`config.mk`:
```
export PLATFORM = sky130hd
export DESIGN_NAME = hbc_ctrl
export DESIGN_NICKNAME = d
export VERILOG_FILES = /design/src/rtl/hbc_pkg.sv /design/src/rtl/hbc_rd_capture.sv /design/src/rtl/hbc_ctrl.sv
export SDC_FILE = /design/constraint.sdc
export NUM_CORES = 1
export LEC_CHECK = 0
export CORE_ASPECT_RATIO = 1.1
export CORE_MARGIN = 2
export CORE_UTILIZATION = 42
export CTS_CLUSTER_SIZE = 14
export DETAILED_ROUTE_END_ITERATION = 8
export HOLD_SLACK_MARGIN = 0.06
export PLACE_DENSITY = 0.66
export SETUP_SLACK_MARGIN = 0.4
export SYNTH_ARGS = -nofsm -noshare
export SYNTH_HDL_FRONTEND = slang
export SYNTH_SLANG_ARGS = --single-unit
```
`constraint.sdc`:
```
create_clock -name clk -period 4.7 [get_ports clk]
set_input_delay 1.175 -clock clk [delete_from_list [all_inputs] [get_ports clk]]
set_output_delay 1.175 -clock clk [all_outputs]
set_load 0.02 [all_outputs]
```
`src/rtl/hbc_pkg.sv`:
```
// hbc_pkg: shared constants and helpers for the HyperBus controller.
//   FSM state encodings, command/address (CA) bit positions, CA builder and byte selector.
package hbc_pkg;

  localparam logic [2:0] ST_IDLE = 3'd0;
  localparam logic [2:0] ST_CSS  = 3'd1;
  localparam logic [2:0] ST_CA   = 3'd2;
  localparam logic [2:0] ST_LAT  = 3'd3;
  localparam logic [2:0] ST_WDAT = 3'd4;
  localparam logic [2:0] ST_RDAT = 3'd5;
  localparam logic [2:0] ST_CSH  = 3'd6;
  localparam logic [2:0] ST_RCV  = 3'd7;

  localparam int unsigned CA_RW    = 47;
  localparam int unsigned CA_AS    = 46;
  localparam int unsigned CA_BT    = 45;
  localparam int unsigned CA_BYTES = 6;

  // Linear-burst, memory-space command word for a word address.
  function automatic logic [47:0] build_ca(input logic rw, input logic [31:0] addr);
    logic [47:0] ca;
    ca        = '0;
    ca[CA_RW] = rw;
    ca[CA_AS] = 1'b0;
    ca[CA_BT] = 1'b1;
    ca[44:16] = addr[31:3];
    ca[2:0]   = addr[2:0];
    return ca;
  endfunction

  // Byte idx of the CA word, most significant byte first.
  function automatic logic [7:0] ca_byte(input logic [47:0] ca, input logic [2:0] idx);
    logic [47:0] sh;
    sh = ca << {idx, 3'b000};
    return sh[47:40];
  endfunction

endpackage

```
`src/rtl/hbc_rd_capture.sv`:
```
// hbc_rd_capture: read-side byte capture for the HyperBus controller.
//   clk, rst_n      : clock, async active-low reset
//   en              : high while the sequencer is in the read-data phase
//   dq, rwds        : pad inputs (registered once here)
//   word_c          : a low byte is being captured this cycle (word complete)
//   timeout_c       : no RWDS change for RD_TIMEOUT cycles
//   rd_data/valid   : registered word and its one-cycle strobe
//   rd_err          : registered one-cycle timeout strobe
module hbc_rd_capture #(
  parameter int unsigned RD_TIMEOUT = 64
) (
  input  logic        clk,
  input  logic        rst_n,
  input  logic        en,
  input  logic [7:0]  dq,
  input  logic        rwds,
  output logic        word_c,
  output logic        timeout_c,
  output logic [15:0] rd_data,
  output logic        rd_valid,
  output logic        rd_err
);

  localparam int unsigned TW = $clog2(RD_TIMEOUT + 1);

  logic [7:0]    dq_r;
  logic [7:0]    hi_q;
  logic          rwds_r;
  logic          rwds_rr;
  logic [TW-1:0] tmo;
  logic          change_c;

  // A byte arrives on every transition of the registered RWDS; rising = high byte.
  assign change_c  = en && (rwds_r != rwds_rr);
  assign word_c    = change_c && !rwds_r;
  assign timeout_c = en && !change_c && (tmo == TW'(RD_TIMEOUT - 1));

  always_ff @(posedge clk or negedge rst_n) begin
    if (!rst_n) begin
      dq_r     <= '0;
      hi_q     <= '0;
      rwds_r   <= 1'b0;
      rwds_rr  <= 1'b0;
      tmo      <= '0;
      rd_data  <= '0;
      rd_valid <= 1'b0;
      rd_err   <= 1'b0;
    end else begin
      dq_r     <= dq;
      rwds_r   <= rwds;
      rwds_rr  <= rwds_r;
      rd_valid <= word_c;
      rd_err   <= timeout_c;
      if (!en || change_c) tmo <= '0;
      else                 tmo <= tmo + TW'(1);
      if (change_c && rwds_r) hi_q <= dq_r;
      if (word_c) rd_data <= {hi_q, dq_r};
    end
  end

endmodule

```
`src/rtl/hbc_ctrl.sv`:
```
// hbc_ctrl: HyperBus transaction sequencer feeding the hbc_io pad block.
//   clk, rst_n                 : clock, async active-low reset
//   req_*                      : burst request (rw, word addr, len-1) with valid/ready
//   wr_data/wr_strb/wr_ready   : write word stream, one word per wr_ready pulse
//   rd_data/rd_valid/rd_err    : read word stream and timeout strobe
//   CS_n, CK                   : bus chip select and clock phase
//   DQ_o/DQ_de/DQ_i            : pad data out/enable/in
//   RWDS_o/RWDS_de/RWDS_i      : pad RWDS out/enable/in
module hbc_ctrl
  import hbc_pkg::*;
#(
  parameter int unsigned LATENCY_CLKS  = 6,
  parameter int unsigned RD_TIMEOUT    = 64,
  parameter int unsigned RECOVERY_CLKS = 4
) (
  input  logic        clk,
  input  logic        rst_n,
  input  logic        req_valid,
  output logic        req_ready,
  input  logic        req_rw,
  input  logic [31:0] req_addr,
  input  logic [7:0]  req_len,
  input  logic [15:0] wr_data,
  input  logic [1:0]  wr_strb,
  output logic        wr_ready,
  output logic [15:0] rd_data,
  output logic        rd_valid,
  output logic        rd_err,
  output logic        CS_n,
  output logic        CK,
  output logic [7:0]  DQ_o,
  output logic        DQ_de,
  input  logic [7:0]  DQ_i,
  output logic        RWDS_o,
  output logic        RWDS_de,
  input  logic        RWDS_i
);

  localparam int unsigned LCW = $clog2(4 * LATENCY_CLKS + 1);
  localparam int unsigned RCW = $clog2(RECOVERY_CLKS + 1);
  localparam int unsigned CW  = (LCW > RCW) ? LCW : RCW;

  logic [2:0]    state, state_d;
  logic [CW-1:0] cnt, cnt_d, lat_last;
  logic [2:0]    byte_idx, byte_d;
  logic [8:0]    word_cnt, word_d;
  logic          rw_q, dbl_q;
  logic [7:0]    len_q;
  logic [47:0]   ca_q;
  logic          cs_n_q, ck_q, dq_de_q, rwds_q, rwds_de_q, req_ready_q, wr_ready_q;
  logic [7:0]    dq_q;
  logic          cs_n_d, ck_d, dq_de_d, rwds_d, rwds_de_d, req_ready_d, wr_ready_d;
  logic [7:0]    dq_d;
  logic          hs_c, wr_hi_c, word_c, timeout_c;

  assign hs_c     = (state == ST_IDLE) && req_valid && req_ready_q;
  // Latency is counted from the first CA cycle; doubled when RWDS was high during CA.
  assign lat_last = dbl_q ? CW'(4 * LATENCY_CLKS - 1) : CW'(2 * LATENCY_CLKS - 1);
  // The high byte goes out in the wr_ready cycle itself, so it bypasses the output register.
  assign wr_hi_c  = (state == ST_WDAT) && ck_q;

  assign req_ready = req_ready_q;
  assign wr_ready  = wr_ready_q;
  assign CS_n      = cs_n_q;
  assign CK        = ck_q;
  assign DQ_de     = dq_de_q;
  assign RWDS_de   = rwds_de_q;
  assign DQ_o      = wr_hi_c ? wr_data[15:8] : dq_q;
  assign RWDS_o    = wr_hi_c ? ~wr_strb[1] : rwds_q;

  hbc_rd_capture #(.RD_TIMEOUT(RD_TIMEOUT)) u_rd (
    .clk       (clk),
    .rst_n     (rst_n),
    .en        (state == ST_RDAT),
    .dq        (DQ_i),
    .rwds      (RWDS_i),
    .word_c    (word_c),
    .timeout_c (timeout_c),
    .rd_data   (rd_data),
    .rd_valid  (rd_valid),
    .rd_err    (rd_err)
  );

  // Next state, counters, and the registered outputs for the state being entered.
  always_comb begin
    state_d = state;
    cnt_d   = cnt;
    byte_d  = byte_idx;
    word_d  = word_cnt;
    case (state)
      ST_IDLE: if (hs_c) state_d = ST_CSS;
      ST_CSS: begin
        state_d = ST_CA;
        byte_d  = '0;
        cnt_d   = '0;
      end
      ST_CA: begin
        cnt_d  = cnt + CW'(1);
        byte_d = byte_idx + 3'd1;
        if (byte_idx == 3'(CA_BYTES - 1)) begin
          word_d = '0;
          if (cnt == lat_last) state_d = rw_q ? ST_RDAT : ST_WDAT;
          else                 state_d = ST_LAT;
        end
      end
      ST_LAT: begin
        cnt_d = cnt + CW'(1);
        if (cnt == lat_last) begin
          state_d = rw_q ? ST_RDAT : ST_WDAT;
          word_d  = '0;
        end
      end
      ST_WDAT: begin
        if (!ck_q) begin
          if (word_cnt == {1'b0, len_q}) state_d = ST_CSH;
          else                           word_d  = word_cnt + 9'd1;
        end
      end
      ST_RDAT: begin
        if (timeout_c) state_d = ST_CSH;
        else if (word_c) begin
          if (word_cnt == {1'b0, len_q}) state_d = ST_CSH;
          else                           word_d  = word_cnt + 9'd1;
        end
      end
      ST_CSH: begin
        state_d = ST_RCV;
        cnt_d   = '0;
      end
      ST_RCV: begin
        cnt_d = cnt + CW'(1);
        if (cnt == CW'(RECOVERY_CLKS - 1)) state_d = ST_IDLE;
      end
      default: state_d = ST_IDLE;
    endcase

    cs_n_d      = 1'b1;
    ck_d        = 1'b0;
    dq_d        = '0;
    dq_de_d     = 1'b0;
    rwds_d      = 1'b0;
    rwds_de_d   = 1'b0;
    wr_ready_d  = 1'b0;
    // Ready only from the second IDLE cycle, so recovery spans RECOVERY_CLKS+1 not-ready cycles.
    req_ready_d = (state_d == ST_IDLE) && (state == ST_IDLE);
    case (state_d)
      ST_CSS, ST_CSH: cs_n_d = 1'b0;
      ST_CA: begin
        cs_n_d  = 1'b0;
        ck_d    = ~ck_q;
        dq_de_d = 1'b1;
        dq_d    = ca_byte(ca_q, byte_d);
      end
      ST_LAT, ST_RDAT: begin
        cs_n_d = 1'b0;
        ck_d   = ~ck_q;
      end
      ST_WDAT: begin
        cs_n_d     = 1'b0;
        ck_d       = ~ck_q;
        dq_de_d    = 1'b1;
        rwds_de_d  = 1'b1;
        wr_ready_d = ~ck_q;
        // Leaving the high-byte cycle: hold the low byte of the word just consumed.
        if (ck_q) begin
          dq_d   = wr_data[7:0];
          rwds_d = ~wr_strb[0];
        end
      end
      default: ;
    endcase
  end

  always_ff @(posedge clk or negedge rst_n) begin
    if (!rst_n) begin
      state       <= ST_IDLE;
      cnt         <= '0;
      byte_idx    <= '0;
      word_cnt    <= '0;
      rw_q        <= 1'b0;
      dbl_q       <= 1'b0;
      len_q       <= '0;
      ca_q        <= '0;
      cs_n_q      <= 1'b1;
      ck_q        <= 1'b0;
      dq_q        <= '0;
      dq_de_q     <= 1'b0;
      rwds_q      <= 1'b0;
      rwds_de_q   <= 1'b0;
      req_ready_q <= 1'b0;
      wr_ready_q  <= 1'b0;
    end else begin
      state       <= state_d;
      cnt         <= cnt_d;
      byte_idx    <= byte_d;
      word_cnt    <= word_d;
      cs_n_q      <= cs_n_d;
      ck_q        <= ck_d;
      dq_q        <= dq_d;
      dq_de_q     <= dq_de_d;
      rwds_q      <= rwds_d;
      rwds_de_q   <= rwds_de_d;
      req_ready_q <= req_ready_d;
      wr_ready_q  <= wr_ready_d;
      if (hs_c) begin
        rw_q  <= req_rw;
        len_q <= req_len;
        ca_q  <= build_ca(req_rw, req_addr);
        dbl_q <= 1'b0;
      end
      if (state == ST_CA && byte_idx == 3'd2) dbl_q <= RWDS_i;
    end
  end

endmodule
```
==> results of run 1 <==
==> logic make-up after synthesis <==
| kind of cell | Yosys count |
|---|---|
| buf+inv | 34 |
| compound gates | 76 |
| mux | 86 |
| flops | 121 |
| simple gates | 139 |
| xor+xnor | 14 |
| fa+ha+maj | 9 |
==> metrics by stage <==
stage,cells,worst slack (ps),util (%),hold WS (ps)
2_1_floorplan,479,1860,-,397
3_3_place_gp,727,1170,51.8,407
3_5_place_dp,727,1160,51.8,413
4_1_cts,759,934,56.7,434
5_1_grt,759,755,56.7,449
6_report,759,938,56.7,429
==> flip-flops by register name, summed over array words and instances (netlist names), 3 cells and up <==
name          flops
dq_q              8
u_rd.rd_data     16
ca_q             33
u_rd.dq_r         8
u_rd.hi_q         8
word_cnt          9
byte_idx          3
cnt               5
u_rd.tmo          7
state             3
len_q             8
==> area by class of cell <==
class | count | area (sq um) | area share (%)
Clock buffer | 19 | 443 | 5.96
Clock inverter | 13 | 191 | 2.58
Inverter | 14 | 52.6 | 0.708
Multi-Input combinational cell | 324 | 2440 | 32.8
Sequential cell | 121 | 3030 | 40.8
Tap cell | 161 | 201 | 2.71
Timing Repair Buffer | 107 | 1070 | 14.4
==> synth_stat cells, types with 6 or more instances <==
cell type / count / area, sq um
nand3_1: 11 / 55.1
a32o_1: 9 / 90.1
dfrtp_1: 120 / 3000
mux2i_1: 21 / 210
a21o_1: 6 / 45.0
a31oi_1: 7 / 43.8
and3_1: 8 / 50.1
mux2_2: 65 / 732
nor2_1: 24 / 90.1
clkbuf_1: 11 / 41.3
xor2_1: 10 / 87.6
a21oi_1: 11 / 55.1
o21ai_0: 24 / 120
o31ai_1: 6 / 45.0
inv_1: 10 / 37.5
nand2_1: 47 / 176
ha_1: 9 / 113
==> how the worst min path moves through the flow <==
stage | from | to | slack [ps] | depth (start not counted)
floorplan | u_rd.rwds_r | u_rd.rwds_rr | 400 | 0
global placement | u_rd.rwds_r | u_rd.rwds_rr | 410 | 0
detailed placement | u_rd.rwds_r | u_rd.rwds_rr | 410 | 0
CTS | u_rd.rwds_r | u_rd.rwds_rr | 430 | 0
global route | u_rd.rwds_r | u_rd.rwds_rr | 450 | 0
finish | u_rd.rwds_r | u_rd.rwds_rr | 430 | 0
==> layer usage <==
layer / vias to the layer above / GRT usage [%]
li1: 1929 / -
met1: 1953 / 21.7
met2: 96 / 29.0
met3: 10 / 5.14
met4: 0 / 7.03
met5: - / 0
==> where the power goes <==
group | total [uW] | internal [uW] | switching [uW]
Clock | 1380 | 907 | 477
Sequential | 1540 | 1310 | 232
Combinational | 1500 | 726 | 772
==> flow_metrics.tcl, run 1 <==
set metrics [dict create \
    status "complete, no violations" \
    drv_cap 0 \
    hold_class "register to register" \
    fp-row-count 44 \
    r2r_end "dq_q[2]" \
    root_buffer "clkbuf_16" \
    fin_skew_ps 10.4 \
    vias 3988 \
    fin_tns_setup_ps 0 \
    synthAdderAreaFrac_pct 2.01 \
    routed_wl_um 11900 \
    place_congestion 0.815 \
    grt_max_degree 122 \
    slew_violations 0 \
    numCtsBuffers 17 \
    port_buffers 103 \
    grt_pass1_vias 4031 \
    layout_common_cells "dfrtp_1, clkdlybuf4s50_1, mux2_2" \
    grt_pass1_wl_um 19700 \
    route.met3.wl_um 423 \
    num-fill-cells 1111 \
    yosysUniqueCellTypes 54 \
    peakVddDrop_v 0.000316 \
    synthMuxAreaShare_pct 16.8 \
    grt_usage_pct 17.6 \
    start_kind "register" \
    dp_hpwl_um 8210 \
    p_leak_uw 0.00334 \
    ys_warn_count 0 \
    synth-edff-count 0 \
    pin_count 104 \
    setup_viol 0 \
    hold_viol 0 \
    crit_chain "nor2_1 -> nand3_1 -> o21ai_0 -> clkdlybuf4s50_1" \
    post_cts_buffers 0 \
    cts.sinks 121 \
    wire_per_inst_um 15.7 \
    area_growth_pct 32.8 \
    antenna_found_initial 0 \
    clk_pin_slew_ps 60 \
    r2r_slack_ps 1380 \
    r2r_start "state[1]" \
    avgViaCountPerCell 5.25 \
    crit_path_end_kind "primary output" \
    synth_nets 559 \
    clock.fmax_mhz 266 \
    start_util_pct 42.7 \
    dpl_cell_area_sq_um 6790 \
    clockBufferDepth 2 \
    seq_area_frac_synth_pct 54.2 \
    p_per_area_nw_per_um2 596 \
    fp.coreArea_sq_um 13100 \
    synthXorXnorAreaFrac_pct 2.19 \
    grt_setup_unrepaired "no" \
    wl_met2_um 6100 \
    top_layer_used "met4" \
    crit_cells 4 \
    critical_path_required_ps 3520 \
    fin_area_sq_um 7430 \
    dr.pass1.iters 4 \
    overflow 0 \
    cp_max_fo 25 \
    cp-startpoint "state[0]" \
    die_width_um 114 \
    synth_compound_area_share_pct 9.42 \
    ys.flop_type "dfrtp_1" \
    slowest_delay_ps 650 \
    yosys_register_bits 121 \
    h-tree-depth 4 \
    critPathKind "register to primary output" \
    dieArea_sq_um 14300 \
    synth_area_sq_um 5590 \
    yosys.area_share.simple_pct 12.9 \
    finalCritPeriodShare_pct 80.0 \
    hold_buffers 0 \
    die_h_um 125 \
    cp_data_arrival_time_ps 2590 \
    diodes 0 \
    worstMarginPinSlew_ps 1120 \
    first_iter_violations 237 \
    slowest_stage "dfrtp_1" \
    drc 0 \
    final_common_cell "dfrtp_1" \
    cts_resized 0 \
    power.total_uw 4420 \
    slew_headroom_pct 25.4 \
    avgSynthCellArea_sq_um 11.7 \
    path_buf_inv 1 \
    ant_nets 0 \
    synthArstFlopShare_pct 100 \
    final_nets 665 \
    cp_top_family "flip-flops" \
    drive_above_1_share_pct 20.4 \
    synthCells 479 \
    synth_top_family_by_area "multiplexers" \
    layout_min_cycle_time_ps 3760 \
    endpoint "RWDS_o" \
    reg2reg_depth 9 \
    cts_tree "built" \
    insertion_delay_ps 410 \
    met1_length_um 5200 \
]
Power figures use the tool's default switching activity.
==> run 2, diff against run 1 <==
PLACE_DENSITY = 0.69   (was 0.66)
clock period = 3.1 ns   (was 4.7 ns; I/O delays follow)
==> run 2 against run 1 <==
- clock skew is 3.4 ps lower
- clock power is 57% higher
- final area is 1.7% higher
- critical path type is now register to register
- worst hold slack worse by 200 ps
- critical endpoint is now dq_q[7]
- non-clock buffer count is 10 higher
- largest cell class unchanged
- sequential cell count stayed put
==> flow_metrics.tcl, run 2 (same netlist as run 1, synthesis figures left out) <==
set metrics [dict create \
    crit_chain "or4b_4 -> a21boi_4 -> a21oi_2 -> o31a_1 -> nand2b_4 -> and3_2 -> a32o_1" \
    largestRegisters "ca_q: 33 flops, u_rd.rd_data: 16 flops, word_cnt: 9 flops" \
    vias 4115 \
    switchingPower_uw 2260 \
    reg2reg_depth 7 \
    dp_hpwl_um 8730 \
    largest-register "ca_q" \
    fin_tns_setup_ps 0 \
    numCtsBuffers 17 \
    ant_nets 0 \
    pin_count 104 \
    endpoint "dq_q[7]" \
    port_buffers 103 \
    p_leak_uw 0.00345 \
    hold_buffers 0 \
    grt_pass1_vias 4399 \
    area_growth_pct 35.0 \
    grt_setup_unrepaired "yes" \
    cp_max_fo 12 \
    internal_power_uw 4590 \
    r2r_slack_ps 490 \
    fp.coreArea_sq_um 13100 \
    diodes 0 \
    grt_usage_pct 18.8 \
    cp-startpoint "cnt[2]" \
    first_iter_violations 273 \
    wire_per_inst_um 16.1 \
    hold_viol 0 \
    insertion_delay_ps 420 \
    start_util_pct 42.7 \
    fin_util_pct 57.6 \
    drive_above_1_share_pct 23.0 \
    die_width_um 114 \
    r2r_start "cnt[2]" \
    slew_headroom_pct 52.0 \
    grt_pass1_wl_um 21100 \
    antenna_found_initial 0 \
    dr.pass1.iters 4 \
    avgViaCountPerCell 5.35 \
    critical_path_required_ps 3400 \
    slowest_stage "or4b_4" \
    h-tree-depth 4 \
    overflow 0 \
    largest_reg_flops 33 \
    root_buffer "clkbuf_16" \
    clockBufferDepth 2 \
    die_h_um 125 \
    slowest_delay_ps 600 \
    p_sw_share_pct 33.0 \
    clock_power_share_pct 31.5 \
    layout_common_cells "dfrtp_1, clkdlybuf4s50_1, mux2_2" \
    pwr-share-seq_pct 33.3 \
    peakVddDrop_v 0.000466 \
    p_per_area_nw_per_um2 908 \
    r2r_end "dq_q[7]" \
    hold_class "input pin to asynchronous set/reset pin" \
    start_kind "register" \
    drv_cap 0 \
    fp-row-count 44 \
    clock.fmax_mhz 383 \
    final_common_cell "dfrtp_1" \
    cp_data_arrival_time_ps 2910 \
    setup_viol 0 \
    cts.sinks 121 \
    drc 0 \
    dpl_cell_area_sq_um 6870 \
    place_congestion 0.834 \
    status "complete, no violations" \
    finalCritPeriodShare_pct 84.2 \
    clk_pin_slew_ps 50 \
    dieArea_sq_um 14300 \
    p_comb_share_pct 35.2 \
    cts_tree "built" \
    fin_area_sq_um 7550 \
    power.total_uw 6860 \
    final_nets 675 \
    critPathKind "register to register" \
    worstMarginPinSlew_ps 716 \
    layout_min_cycle_time_ps 2610 \
    grt_max_degree 68 \
    fin_skew_ps 7.02 \
    slew_violations 0 \
    crit_path_end_kind "register" \
    routed_wl_um 12400 \
]
run 2: cell types whose count changed in the layout (fill, tap and decap cells not counted), moves of 2 or more:
| cell | change |
|---|---|
| inv_6 | -3 |
| clkdlybuf4s50_1 | -9 |
| and3_1 | -2 |
| clkinv_2 | +2 |
| buf_4 | +10 |
| dlygate4sd2_1 | +8 |
run 2: final cells by class:
class	instances	area (sq um)
flip-flops and latches	121	3030
clock buffers	20	457
clock inverters	12	196
fillers	1108	5550
repair buffers	117	1140
well taps	161	201
multi-input cells	324	2470
inverters	14	56.3
run 2: worst min path at each step:
stage / to / cells after the start / slack, ps
2_1_floorplan: u_rd.rwds_rr / 0 / 400
3_3_place_gp: u_rd.rwds_rr / 0 / 410
3_5_place_dp: u_rd.rwds_rr / 0 / 420
4_1_cts: cnt[0] / 1 / 220
5_1_grt: cnt[4] / 1 / 230
6_report: cnt[0] / 1 / 220
run 2: stage by stage:
step | setup WS [ps] | hold slack, ps | instances
after global placement | 386 | 407 | 737
after detailed placement | 367 | 419 | 737
after CTS | 326 | 224 | 769
final | 490 | 224 | 769
after floorplan | 413 | 397 | 479
after global routing | 383 | 234 | 769
run 2: per-layer routing:
| metal | wire, um | part of all wire, % | GRT usage [%] |
|---|---|---|---|
| met1 | 5030 | 41 | 22.0 |
| met2 | 6400 | 52 | 31.6 |
| met3 | 517 | 4.2 | 4.99 |
| met4 | 443 | 3.6 | 9.90 |
| met5 | 0 | 0 | 0 |
run 2: worst max-delay path: cells and delay by family, from the launching register on:
kind	cells	cell delay [ps]
simple gates	3	1070
compound gates	4	920
flops	1	510
run 2: power by group through the flow:
stage	Clock (uW)	Sequential, uW	Combinational, uW
finish	2160	2280	2420
global route	2270	2350	2670
CTS	2190	2280	2400
detailed placement	0	2300	2400
global placement	0	2280	2340
floorplan	0	2270	1690
run 2: timing repair:
| item | CTS | global route |
|---|---|---|
| endpoints found under the setup margin | 17 | 12 |
| resized for setup | 12 | 7 |
| buffers inserted | 0 | 0 |
